==> config.mk <==
export PLATFORM = sky130hd
export DESIGN_NAME = alu_shift_sequencer
export DESIGN_NICKNAME = d
export VERILOG_FILES = /design/src/rtl/alu_shift_sequencer.sv
export SDC_FILE = /design/constraint.sdc
export NUM_CORES = 1
export LEC_CHECK = 0
export CAP_MARGIN = 20
export CORE_MARGIN = 2
export CORE_UTILIZATION = 60
export CTS_CLUSTER_DIAMETER = 120
export CTS_CLUSTER_SIZE = 28
export DETAILED_ROUTE_END_ITERATION = 12
export GPL_TIMING_DRIVEN = 1
export PLACE_DENSITY = 0.87
export REMOVE_ABC_BUFFERS = 1
export SLEW_MARGIN = 20
export SYNTH_ARGS = -nofsm -noshare
export SYNTH_HDL_FRONTEND = slang
export SYNTH_SLANG_ARGS = --single-unit
==> constraint.sdc <==
create_clock -name clk -period 7.6 [get_ports clk]
set_input_delay 1.9 -clock clk [delete_from_list [all_inputs] [get_ports clk]]
set_output_delay 1.9 -clock clk [all_outputs]
set_load 0.03 [all_outputs]
==> src/rtl/alu_shift_sequencer.sv <==
// alu_shift_sequencer
//   Multi-cycle controller for the OR / ADD / SLL ALU operation set.
//   Operands are latched on an accepted start. OR and ADD complete in one
//   execute step. SLL shifts one bit per clock under a down-counter, so there
//   is no wide combinational shifter. The result and the zero/negative/error
//   flags are registered and hold until the next completion.
//
// Ports
//   clk     in   1      rising-edge clock
//   reset   in   1      synchronous, active-high reset
//   start   in   1      request, sampled only in IDLE
//   op      in   3      000 OR, 001 ADD, 010 SLL, others illegal
//   a       in   WIDTH  operand A (shift source for SLL)
//   b       in   WIDTH  operand B (shift amount for SLL)
//   busy    out  1      high whenever not IDLE
//   done    out  1      one-cycle pulse when result/flags/err are updated
//   result  out  WIDTH  registered result
//   zflag   out  1      result == 0
//   nflag   out  1      result MSB
//   err     out  1      last completed op was illegal
module alu_shift_sequencer #(
  parameter int unsigned WIDTH = 32,
  parameter int unsigned SHW   = 5
) (
  input  logic             clk,
  input  logic             reset,
  input  logic             start,
  input  logic [2:0]       op,
  input  logic [WIDTH-1:0] a,
  input  logic [WIDTH-1:0] b,
  output logic             busy,
  output logic             done,
  output logic [WIDTH-1:0] result,
  output logic             zflag,
  output logic             nflag,
  output logic             err
);

  typedef enum logic [1:0] {
    S_IDLE,
    S_EXEC,
    S_SHIFT,
    S_DONE
  } state_t;

  localparam logic [2:0] OP_OR  = 3'b000;
  localparam logic [2:0] OP_ADD = 3'b001;
  localparam logic [2:0] OP_SLL = 3'b010;

  state_t           state_q, state_d;
  logic [2:0]       op_q, op_d;
  logic [WIDTH-1:0] a_q, a_d;
  logic [WIDTH-1:0] b_q, b_d;
  logic [SHW-1:0]   cnt_q, cnt_d;
  logic [WIDTH-1:0] result_q, result_d;
  logic             zflag_q, zflag_d;
  logic             nflag_q, nflag_d;
  logic             err_q, err_d;

  // SLL amounts that fit in SHW bits go through the shift loop; larger
  // amounts are resolved to zero in a single execute step.
  logic             sll_in_range;
  logic             complete;
  logic [WIDTH-1:0] res_val;
  logic             res_err;

  assign sll_in_range = (op == OP_SLL) && (b[WIDTH-1:SHW] == '0);

  // State and datapath registers
  always_ff @(posedge clk) begin
    if (reset) begin
      state_q  <= S_IDLE;
      op_q     <= '0;
      a_q      <= '0;
      b_q      <= '0;
      cnt_q    <= '0;
      result_q <= '0;
      zflag_q  <= 1'b1;
      nflag_q  <= 1'b0;
      err_q    <= 1'b0;
    end else begin
      state_q  <= state_d;
      op_q     <= op_d;
      a_q      <= a_d;
      b_q      <= b_d;
      cnt_q    <= cnt_d;
      result_q <= result_d;
      zflag_q  <= zflag_d;
      nflag_q  <= nflag_d;
      err_q    <= err_d;
    end
  end

  // Next-state logic
  always_comb begin
    state_d = state_q;
    unique case (state_q)
      S_IDLE: begin
        if (start) begin
          state_d = sll_in_range ? S_SHIFT : S_EXEC;
        end
      end
      S_EXEC:  state_d = S_DONE;
      S_SHIFT: begin
        if (cnt_q == '0) begin
          state_d = S_DONE;
        end
      end
      S_DONE:  state_d = S_IDLE;
      default: state_d = S_IDLE;
    endcase
  end

  // Datapath: operand capture, shift loop, completion
  always_comb begin
    op_d     = op_q;
    a_d      = a_q;
    b_d      = b_q;
    cnt_d    = cnt_q;
    result_d = result_q;
    zflag_d  = zflag_q;
    nflag_d  = nflag_q;
    err_d    = err_q;
    complete = 1'b0;
    res_val  = '0;
    res_err  = 1'b0;

    unique case (state_q)
      S_IDLE: begin
        if (start) begin
          op_d = op;
          a_d  = a;
          b_d  = b;
          if (sll_in_range) begin
            cnt_d = b[SHW-1:0];
          end
        end
      end
      S_EXEC: begin
        complete = 1'b1;
        unique case (op_q)
          OP_OR:   res_val = a_q | b_q;
          OP_ADD:  res_val = a_q + b_q;
          OP_SLL:  res_val = '0;
          default: begin
            res_val = '0;
            res_err = 1'b1;
          end
        endcase
      end
      S_SHIFT: begin
        // a_q doubles as the shift accumulator
        if (cnt_q != '0) begin
          a_d   = {a_q[WIDTH-2:0], 1'b0};
          cnt_d = cnt_q - SHW'(1);
        end else begin
          complete = 1'b1;
          res_val  = a_q;
        end
      end
      default: ;
    endcase

    if (complete) begin
      result_d = res_val;
      zflag_d  = (res_val == '0);
      nflag_d  = res_val[WIDTH-1];
      err_d    = res_err;
    end
  end

  // Outputs
  always_comb begin
    busy   = (state_q != S_IDLE);
    done   = (state_q == S_DONE);
    result = result_q;
    zflag  = zflag_q;
    nflag  = nflag_q;
    err    = err_q;
  end

endmodule

== Yosys cells after proc, flatten, opt, wreduce, memory -nomap -nowiden ==
Cells that the tools add are included.

* Bits of input ports: 70
* Output and inout port bits: 37
* Bits in registers: 109
* Word-level logic and storage cells: 54

* Bitwise gates (word level): 1
* Reductions and logical operators: 14
* Eq/ne operators: 10
* Mux-type cells: 18
* Add/sub/neg operators: 2

{| class="wikitable"
|+ Operators by type and width
! operator !! count
|-
| $pmux 32 s2 || 3
|-
| $mux 32 || 3
|-
| $add 32x32->32 || 1
|-
| $logic_not 32->1 || 1
|-
| $or 32x32->32 || 1
|-
| $logic_not 27->1 || 1
|-
| $mux 5 || 3
|-
| $pmux 5 s2 || 1
|-
| $ne 2x2->1 const B || 4
|-
| $pmux 2 s4 || 1
|-
| $eq 3x2->1 const B || 2
|-
| $mux 2 || 3
|-
| $logic_not 5->1 || 1
|-
| $reduce_bool 5->1 || 1
|-
| $sub 5x1->5 const B || 1
|-
| $eq 2x2->1 const B || 2
|-
| $reduce_and 2->1 || 2
|-
| $reduce_and 4->1 || 1
|-
| $reduce_bool 2->1 || 2
|-
| $eq 3x1->1 const B || 1
|-
| $logic_not 3->1 || 1
|-
| $mux 1 || 3
|-
| $reduce_and 3->1 || 1
|-
| $reduce_or 3->1 || 1
|-
| other kinds (4) || 4
|}

== Depth between registers and ports, before layout ==
Gate-level depths: netlist of the first run.

* Word-level depth: 5
* Gate-level depth with buffers: 14
* Depth with buffers taken out: 13

== Worst setup path after synthesis of the first run ==
Ideal clock, no wire load.

* Path type: input-to-reg
* Start point: input start
* End point: register cnt_q[0]
* Required time: 7.530 ns
* Library setup time: 0.070 ns
* Slack: 4.148 ns
* Stages on the path: 7
* Arrival time: 3.382 ns
* Buffers on the path: 1
* Path through: and2_1 clkbuf_1 a21oi_1 nor2_1 o21ai_1 or3_1 a21oi_1

* Cells in the longest elaborated chain, start to end: 2

{| class="wikitable"
|+ RTL lines
! item !! RTL line !! text
|-
| start, declared || 27 || <nowiki>input logic start,</nowiki>
|-
| $ne 2x2->1 (no source line) || - ||
|-
| $reduce_and 4->1 (no source line) || - ||
|-
| end signal, assigned || 86 || <nowiki>cnt_q <= cnt_d;</nowiki>
|-
| end, declared || 54 || <nowiki>logic [SHW-1:0] cnt_q, cnt_d;</nowiki>
|}

No other way between the ends.
A chain may end at the register's enable or synchronous reset.

== Worst setup path after layout of the first run ==
* Start point: input b[23]
* End point: register cnt_q[0]

* Cells in the longest elaborated chain, start to end: 4

{| class="wikitable"
|+ RTL lines
! item !! RTL line !! text
|-
| start, declared || 30 || <nowiki>input logic [WIDTH-1:0] b,</nowiki>
|-
| $logic_not 27->1 || 67 || <nowiki>assign sll_in_range = (op == OP_SLL) && (b[WIDTH-1:SHW] == '0);</nowiki>
|-
| $logic_and 1x1->1 || 67 ||
|-
| $ne 2x2->1 (no source line) || - ||
|-
| $reduce_and 4->1 (no source line) || - ||
|}

No other way between the ends.

==> metrics.txt, run 1 <==
clk_lat worst skew 0.37 ns; Worst path depth 7; simple-gate share of the synthesized area 0.198; # IOs 107; Yosys cell types 74; Lkg Pwr 3.36 nW; XOR/XNOR Fraction of Synth Area 0.0234; DRC Markers 0; TNS Setup 0 ns; commonest register cell after synthesis dfxtp_1; worst min path class reg -> reg; final net count 1175; routability-driven placement congestion ratio 0.954; via count 7260; I/O Buffers 106; first-pass GRT wire length 32800 um; slowest stage delay, CP 0.70 ns; vias per inst 6.00; Total GRT Usage 0.310; GRT overflow 0; Clock Tree Buf Depth 2; worst vdd ir 0.179 mV; largest net degree at the start of global routing 109; compound-cell area share of the yosys netlist 0.250; Max-Slew Margin vs Limit 0.339; adder-cell share of the synthesized area 0.117; # rows 40; TritonCTS clock tree built; largest family of logic cells by synthesized area compound AO/OA/AOI/OAI gates; area delta synth->final 19.1%; Mapped Area 0.00747 mm^2; DRT iter0 DRCs 636; Core ar. 0.0121 mm^2; Tcrit/Tclk final 0.508; Die Span Y 116 um; Worst-Margin Slew 0.992 ns; number of antenna repair diodes 0; final setup vio count 0; total CTS buffers 9; post-CTS resize count 0; mux contribution to synthesized area 0.0496; fmax 0.259 GHz; RSZ-0062 raised after global routing false; critical-path cell with the highest stage delay nor4_1; Worst Path Arrival 4.16 ns; endpoints failing hold 0; critical path required time 7.90 ns; Mapped Cells 970; Detail Placement HPWL 14200 um; Root Driver clkbuf_16; Layout Skew 0.0103 ns; number of max-cap violations 0; cts hold-fix bufs 0; cells on worst reg2reg path 11; DRT antenna net count 0; final WL 20100 um; asr flop ratio synth 0; Post-CTS Setup Bufs 0; EDFF count, synth 0; sequential share of the synthesized area 0.289; Wirelength per Cell 16.6 um; initial antenna violation count 0; crit start category input port; Max Fanout on Critical Path 10; most frequent cells in the layout nand2_1, nor2_1, dfxtp_1; minimum clock period 3.86 ns; CTS clk-pin slew, worst paths 0.07 ns; final slew viol count 0; Post-Layout Cell Count 1209; syn_area_per_cell 7.70 um^2; PD cells 206 mW/mm^2; placed cells 1191; #FFs+latches synth 108; Synth warnings 0; clk sink count 108; outcome complete, no violations; Die X-Extent 116 um; leading cell type in the layout, fill and taps excluded nand2_1; share of post-route cells with drive strength above 1 0.0442; Initial Util 0.620; Min-Delay Path Depth 2; buffers and inverters on the worst path 1; DR pass1 iterations 5; die area 0.0134 mm^2; crit-path cells clkdlybuf4s50_1 > nor4_1 > nand4_1 > nor2_1 > o21ai_1 > or3_1 > a21oi_1; critical path type in -> reg; vias in the first global route 6639; CTS H-tree lvls 3; Crit. End Element flop; Crit path max-delay family simple AND/OR/NAND/NOR gates
[power breakdown]
group	internal (mW)	switching (mW)	leakage (nW)
logic	0.269	0.404	2.33
clock network	0.228	0.235	0.138
registers	0.632	0.0670	0.886
[worst register-to-register path: stages, from the launching register on]
cell       delay [ns]
dfxtp_1          0.35
inv_1            0.08
ha_1             0.30
nor3b_2          0.62
and2_1           0.89
a221oi_1         0.26
nand3_1          0.17
a2111oi_0        0.06
and4_1           0.30
nand4_1          0.09
and4bb_1         0.29
a41o_1           0.27
[routing by layer]
layer | up-vias | track usage | part of all wire | wire length (um)
li1 | 3558 | - | - | -
met1 | 3410 | 0.420 | 0.45 | 9100
met2 | 261 | 0.491 | 0.45 | 9050
met3 | 31 | 0.0685 | 0.077 | 1540
met4 | 0 | 0.0988 | 0.021 | 425
met5 | - | 0 | 0 | 0
[cell usage after synthesis, drive strengths merged, types with 9 or more instances]
library cell  instances  area [um^2]
a211oi               60          468
a21o                 12         90.1
a21oi                80          415
a221oi               13          126
buf                  15         88.8
clkbuf               45          169
dfxtp               108         2160
ha                   68          851
inv                  77          289
mux2i                37          370
nand2               125          469
nand4                14         87.6
nor2                121          454
nor2b                 9         56.3
nor3                 21          115
o21ai                32          160
xnor2                15          131
[layout make-up]
| cell class | count | area (um^2) |
|---|---|---|
| multi-input combinational | 725 | 4790 |
| inverter | 77 | 289 |
| timing repair buffer | 115 | 1170 |
| clock inverter | 7 | 58.8 |
| tap | 168 | 210 |
| clock buffer | 9 | 225 |
| fill | 946 | 3160 |
| sequential | 108 | 2160 |
[logic make-up (layout without fill, tap and decap cells)]
kind of cell	count (synthesis)	after routing
compound gates	267	267
xor+xnor	20	20
fa+ha+maj	69	69
buf+inv	137	208
flops	108	108
mux	37	37
simple gates	332	332
[sequential cells by signal (all words and copies together) (netlist names)]
register  flops
op_q          3
a_q          32
result       32
b_q          32
zflag         1
cnt_q         5
state_q       2
err           1
[worst paths after layout]
check | from | to | slack [ns]
worst max-delay path | b[23] | cnt_q[0]$_SDFFE_PP0P_ | 3.74
worst min-delay path | result[15]$_SDFFE_PP0P_ | result[15]$_SDFFE_PP0P_ | 0.46
worst max register to register | state_q[1]$_SDFFE_PP0P_ | zflag$_SDFFE_PP1P_ | 3.83
worst min register to register | result[15]$_SDFFE_PP0P_ | result[15]$_SDFFE_PP0P_ | 0.46
[stage by stage]
| stage | util | setup slack (ns) | area (um^2) | power (mW) | hold slack [ns] |
|---|---|---|---|---|---|
| floorplan | - | 1.65 | 7220 | 1.13 | 0.430 |
| global placement | 0.710 | 3.52 | 8560 | 1.35 | 0.444 |
| detailed placement | 0.710 | 3.42 | 8560 | 1.36 | 0.454 |
| CTS | 0.733 | 3.78 | 8840 | 1.82 | 0.464 |
| global route | 0.738 | 3.64 | 8900 | 1.94 | 0.476 |
| finish | 0.738 | 3.74 | 8900 | 1.83 | 0.463 |
(Power assumes the default switching activity.)
==> run 2, diff against run 1 <==
Settings changed: CORE_UTILIZATION 60 to 56, PLACE_DENSITY 0.87 to 0.82.
Clock period 7.6 ns to 3.7 ns, I/O delays scaled along.
==> run 2 against run 1 <==
Effect of this change:
- non-clock buffer count rose by 12
- sequential power grew 110%
- clock power grew 140%
- sequential cell count is the same
- combinational power increased by 110%
- highest routed layer unchanged
==> metrics.txt, run 2 (same netlist as run 1, synthesis figures left out) <==
clk_lat worst skew 0.36 ns (about the same); Post-Layout Cell Count 1229 (+1.7%); crit start category flop; DRT antenna net count 0 (unchanged); # IOs 107 (unchanged); Max-Slew Margin vs Limit 0.504 (+0.165); setup ws final 0.145 ns (-3.59 ns); Clock Tree Buf Depth 2 (unchanged); Die X-Extent 120 um (+3.4%); clk sink count 108 (unchanged); Min-Delay Path Depth 2 (unchanged); critical path required time 3.95 ns (-3.95 ns); Root Driver clkbuf_16; final setup vio count 0 (unchanged); worst vdd ir 0.361 mV (+100%); DRC Markers 0 (unchanged); Tcrit/Tclk final 0.961; Layout Skew 0.00858 ns (-0.00168 ns); outcome complete, no violations; TritonCTS clock tree built; Post-CTS Setup Bufs 0 (unchanged); GRT overflow 0 (unchanged); first-pass GRT wire length 34200 um (+4.5%); Total GRT Usage 0.298 (-0.0117); share of post-route cells with drive strength above 1 0.0560 (+0.0118); Min-Delay Endpoint result[15]$_SDFFE_PP0P_; Crit. End Element flop; DR pass1 iterations 5 (unchanged); vias per inst 5.90 (-1.7%); flop-to-flop setup slack 0.14 ns (-3.69 ns); placed cells 1213 (+1.8%); Initial Util 0.569 (-0.0507); worst min path class reg -> reg; CTS clk-pin slew, worst paths 0.07 ns (about the same); Worst Path Arrival 3.81 ns (-0.35 ns); final net count 1187 (+1.0%); final core occ 0.688 (-0.0503); RSZ-0062 raised after global routing false; largest net degree at the start of global routing 59 (-46%); number of antenna repair diodes 0 (unchanged); pre-CTS WS 0.200 ns (-3.22 ns); Die Span Y 120 um (+3.4%); Detail Placement HPWL 15600 um (+9.4%); most frequent cells in the layout nand2_1, nor2_1, dfxtp_1; leading cell type in the layout, fill and taps excluded nand2_1; hold_sp result[15]$_SDFFE_PP0P_; I/O Buffers 106 (unchanged); via count 7255 (-0.069%); PD cells 434 mW/mm^2 (+110%); Core ar. 0.0131 mm^2 (+8.9%); die area 0.0143 mm^2 (+6.9%); TNS Setup 0 ns (unchanged); cell area after layout 0.00903 mm^2 (+1.5%); total CTS buffers 9 (unchanged); # rows 42 (+5.0%); Max Fanout on Critical Path 7 (-3); critical path type reg -> reg; cts hold-fix bufs 0 (unchanged); Lkg Pwr 3.45 nW (+2.6%); cells on worst reg2reg path 12 (+1); final slew viol count 0 (unchanged); Hold WS 0.460 ns (-0.00219 ns); number of max-cap violations 0 (unchanged); routability-driven placement congestion ratio 0.972 (+1.9%); # fillers 1123 (+19%); fmax 0.281 GHz; CTS H-tree lvls 3 (unchanged); Area after DPL 0.00869 mm^2 (+1.5%); Wirelength per Cell 17.1 um (+2.9%); initial antenna violation count 0 (unchanged); Design Power 3.92 mW (+110%); endpoints failing hold 0 (unchanged); Worst-Margin Slew 0.744 ns (-0.248 ns); vias in the first global route 6909 (+4.1%); DRT iter0 DRCs 507 (-20%); area delta synth->final 20.9%; final WL 21000 um (+4.6%); Reg2Reg Launch Point a_q[11]$_SDFFE_PP0P_; Worst R2R End zflag$_SDFFE_PP1P_; minimum clock period 3.56 ns
run 2: metal layers:
layer,GRT usage,routed length [um],up-vias
li1,-,-,3570
met1,0.404,9610,3390
met2,0.475,9590,261
met3,0.0661,1430,34
met4,0.0890,418,0
met5,0,0,-
run 2: critical path, cell delays in order, from the launching register on:
cell and delay (ns):
dfxtp_1 0.39, inv_1 0.07, ha_1 0.42, a21oi_2 0.24, nand2_1 0.11, o2111a_2 0.30, a221oi_2 0.40, a31oi_2 0.22
a211oi_4 0.30, o211a_1 0.18, o31a_1 0.27, and4bb_1 0.30, a41o_1 0.25
run 2: worst max-delay path by stage:
stage,endpoint,cells past startpoint,slack (ns),startpoint
final,zflag$_SDFFE_PP1P_,12,0.14,a_q[11]$_SDFFE_PP0P_
after global routing,zflag$_SDFFE_PP1P_,12,0.006,a_q[11]$_SDFFE_PP0P_
after CTS,zflag$_SDFFE_PP1P_,12,0.18,a_q[11]$_SDFFE_PP0P_
after detailed placement,zflag$_SDFFE_PP1P_,12,0.20,a_q[11]$_SDFFE_PP0P_
after global placement,zflag$_SDFFE_PP1P_,12,0.17,a_q[11]$_SDFFE_PP0P_
after floorplan,cnt_q[0]$_SDFFE_PP0P_,7,-1.53,state_q[0]$_SDFFE_PP0P_
run 2: timing repair:
action,CTS,global route
endpoints found under the setup margin,0,1
resized for setup,0,2
hold endpoints to repair,0,0
run 2: where the power goes:
part	switching [mW]	total, mW	leakage [nW]	internal, mW
Clock	0.454	1.09	0.166	0.633
Sequential	0.138	1.44	0.886	1.30
Combinational	0.835	1.39	2.39	0.560
run 2: cell type report:
cell class              count  area, um^2  share of cell area
clock inverters             5        82.6             0.00914
clock buffers              11         253              0.0280
well taps                 176         220              0.0244
multi-input cells         725        4800               0.531
inverters                  77         289              0.0320
repair buffers            127        1230               0.136
flip-flops and latches    108        2160               0.239
==> edit (flow settings as in run 2) <==
The 4 states of `state_t` get a one-hot encoding in 4 bits.
--- a/src/rtl/alu_shift_sequencer.sv
+++ b/src/rtl/alu_shift_sequencer.sv
@@ -36,11 +36,11 @@
   output logic             err
 );
 
-  typedef enum logic [1:0] {
-    S_IDLE,
-    S_EXEC,
-    S_SHIFT,
-    S_DONE
+  typedef enum logic [3:0] {
+    S_IDLE  = 4'b0001,
+    S_EXEC  = 4'b0010,
+    S_SHIFT = 4'b0100,
+    S_DONE  = 4'b1000
   } state_t;
 
   localparam logic [2:0] OP_OR  = 3'b000;
Behaviour: same outputs for any inputs over 10 cycles, from zero or initial values and one cycle with reset high; not proved beyond that.
==> edit against run 2 <==
The run now ends with negative setup slack left; routed wire length is 14% higher; sequential cell count increased by 2; setup slack got worse by 250 ps; final area grew 7.0%; clock power fell by 8%; final cell count grew 8.9%; area after synthesis fell by 1.9%; total power shrank 12%; largest cell class unchanged; highest routed layer unchanged.
==> edit: results (changes against run 2) <==
Global route
  – GR met2 Demand/Resource: 53.9% (+6.5 points)
  – GR Layer Usage met1: 45.9% (+5.5 points)
  – GR met3 Demand/Resource: 6.95% (+0.34 points)
  – Number of global-route vias before repair: 7,559 (+9.4%)
  – Largest net degree at the start of global routing: 65 (+10%)
  – Global-route wire length before repair: 38.4 mm (+12%)

Synthesis
  – Synth Area in Adders: 11.2% (-0.46 points)
  – Post-synthesis sequential area ratio: 30.0% (+1.1 points)
  – #FFs+latches synth: 110 (+1.9%)
  – Synth Area in Compound Gates: 24.3% (-0.73 points)
  – Ranking of synthesized cells by area: dfxtp_1 (30%), ha_1 (11%), nand2_1 (9.7%), a21oi_1 (7.1%), nor2_1 (4.5%)
  – Count of different cell masters after synthesis: 75 (+1.4%)
  – Cells after Synth: 982 (+1.2%)
  – Mux contribution to synthesized area: 0.409% (-4.5 points)
  – Post-synthesis xor/xnor area fraction: 2.75% (+0.40 points)
  – Top post-synthesis cells by count: nand2_1 (190), dfxtp_1 (110), a21oi_1 (104)

Status
  – Status: finished with violations
  – Failing checks: negative setup slack

Place
  – DP Wirelength: 17.7 mm (+14%)
  – Dpl ws: -365 ps (-565 ps)
  – Placed insts: 1,320 (+8.8%)
  – Area after DPL: 0.00929 mm² (+7.0%)
  – Final GP Congestion: 0.981 (+0.90%)

Final layout
  – Clock network area share: 3.16% (-0.55 points)
  – Non-clk bufs: 230 (+81%)
  – Sequential Area: 0.00220 mm² (+2.0%)
  – Share of layout cells above drive strength 1: 15.2% (+9.6 points)
  – Multi-input combinational area share: 48.2% (-4.9 points)
  – Synthesis-to-finish area growth: 31.8%
  – Non-Clock Inverter Count: 71 (-7.8%)
  – Final Non-Filler Cells: 1,338 (+8.9%)
  – Fillers: 1,032 (-8.1%)

Pwr
  – Leak Pwr: 3.98 nW (+15%)
  – Overall power: 0.00345 W (-12%)
  – Reg power frac: 39.2% (+2.6 points)
  – Cell area power density: 357 mW/mm² (-18%)
  – P_clk: 0.00100 W (-8%)

Setup path
  – Crit Path Max Fanout: 2 (-5)
  – Critical path arrival: 4130 ps (+320 ps)

Clocking
  – Clock Tree Root: clkbuf_16

STA
  – # setup viols final: 1 (+1)
  – Worst Clk Skew: 14.2 ps (+5.62 ps)
  – Slew headroom: 42.3% (-8.1 points)
  – Final setup TNS: -109 ps (-109 ps)
  – Final setup margin: -109 ps (-254 ps)

Routing
  – Met2 WL: 10.8 mm (+12%)
  – WL met1: 10.2 mm (+6.6%)
  – Vias per cell: 6.03 (+2.1%)
  – Routed met3 length: 2.17 mm (+52%)
  – Final WL: 24.0 mm (+14%)
  – 1st-iter DRT viols: 764 (+51%)
==> edit: cell types whose count changed after synthesis, moves of 26 or more <==
cell / change
a211oi_1: -51
a21oi_1: +26
a311oi_1: +31
mux2i_1: -34
nand2_1: +65
nor2_1: -34
==> edit: critical path: stages, from the launching register on <==
cell and delay (ps):
dfxtp_2 340, ha_4 170, fa_2 370, a21o_2 250
a221o_1 370, a31oi_4 180, nand3_2 100, a211o_1 290
or4b_1 450, or4_1 470, or4_4 450, nor4_4 150
a41o_1 190
==> edit: what timing repair did <==
item | CTS | global route
setup endpoints to repair | 1 | 2
gates resized for setup | 7 | 4
pin swaps | 12 | 2
setup buffers | 2 | 0
==> edit: worst paths after layout <==
kind | cells after the start | startpoint | end | slack (ps)
worst max-delay path | 12 | b_q[0] | zflag | -110
worst min-delay path | 2 | result[29] | result[29] | 460
worst max register to register | 12 | b_q[0] | zflag | -110
worst min register to register | 2 | result[29] | result[29] | 460
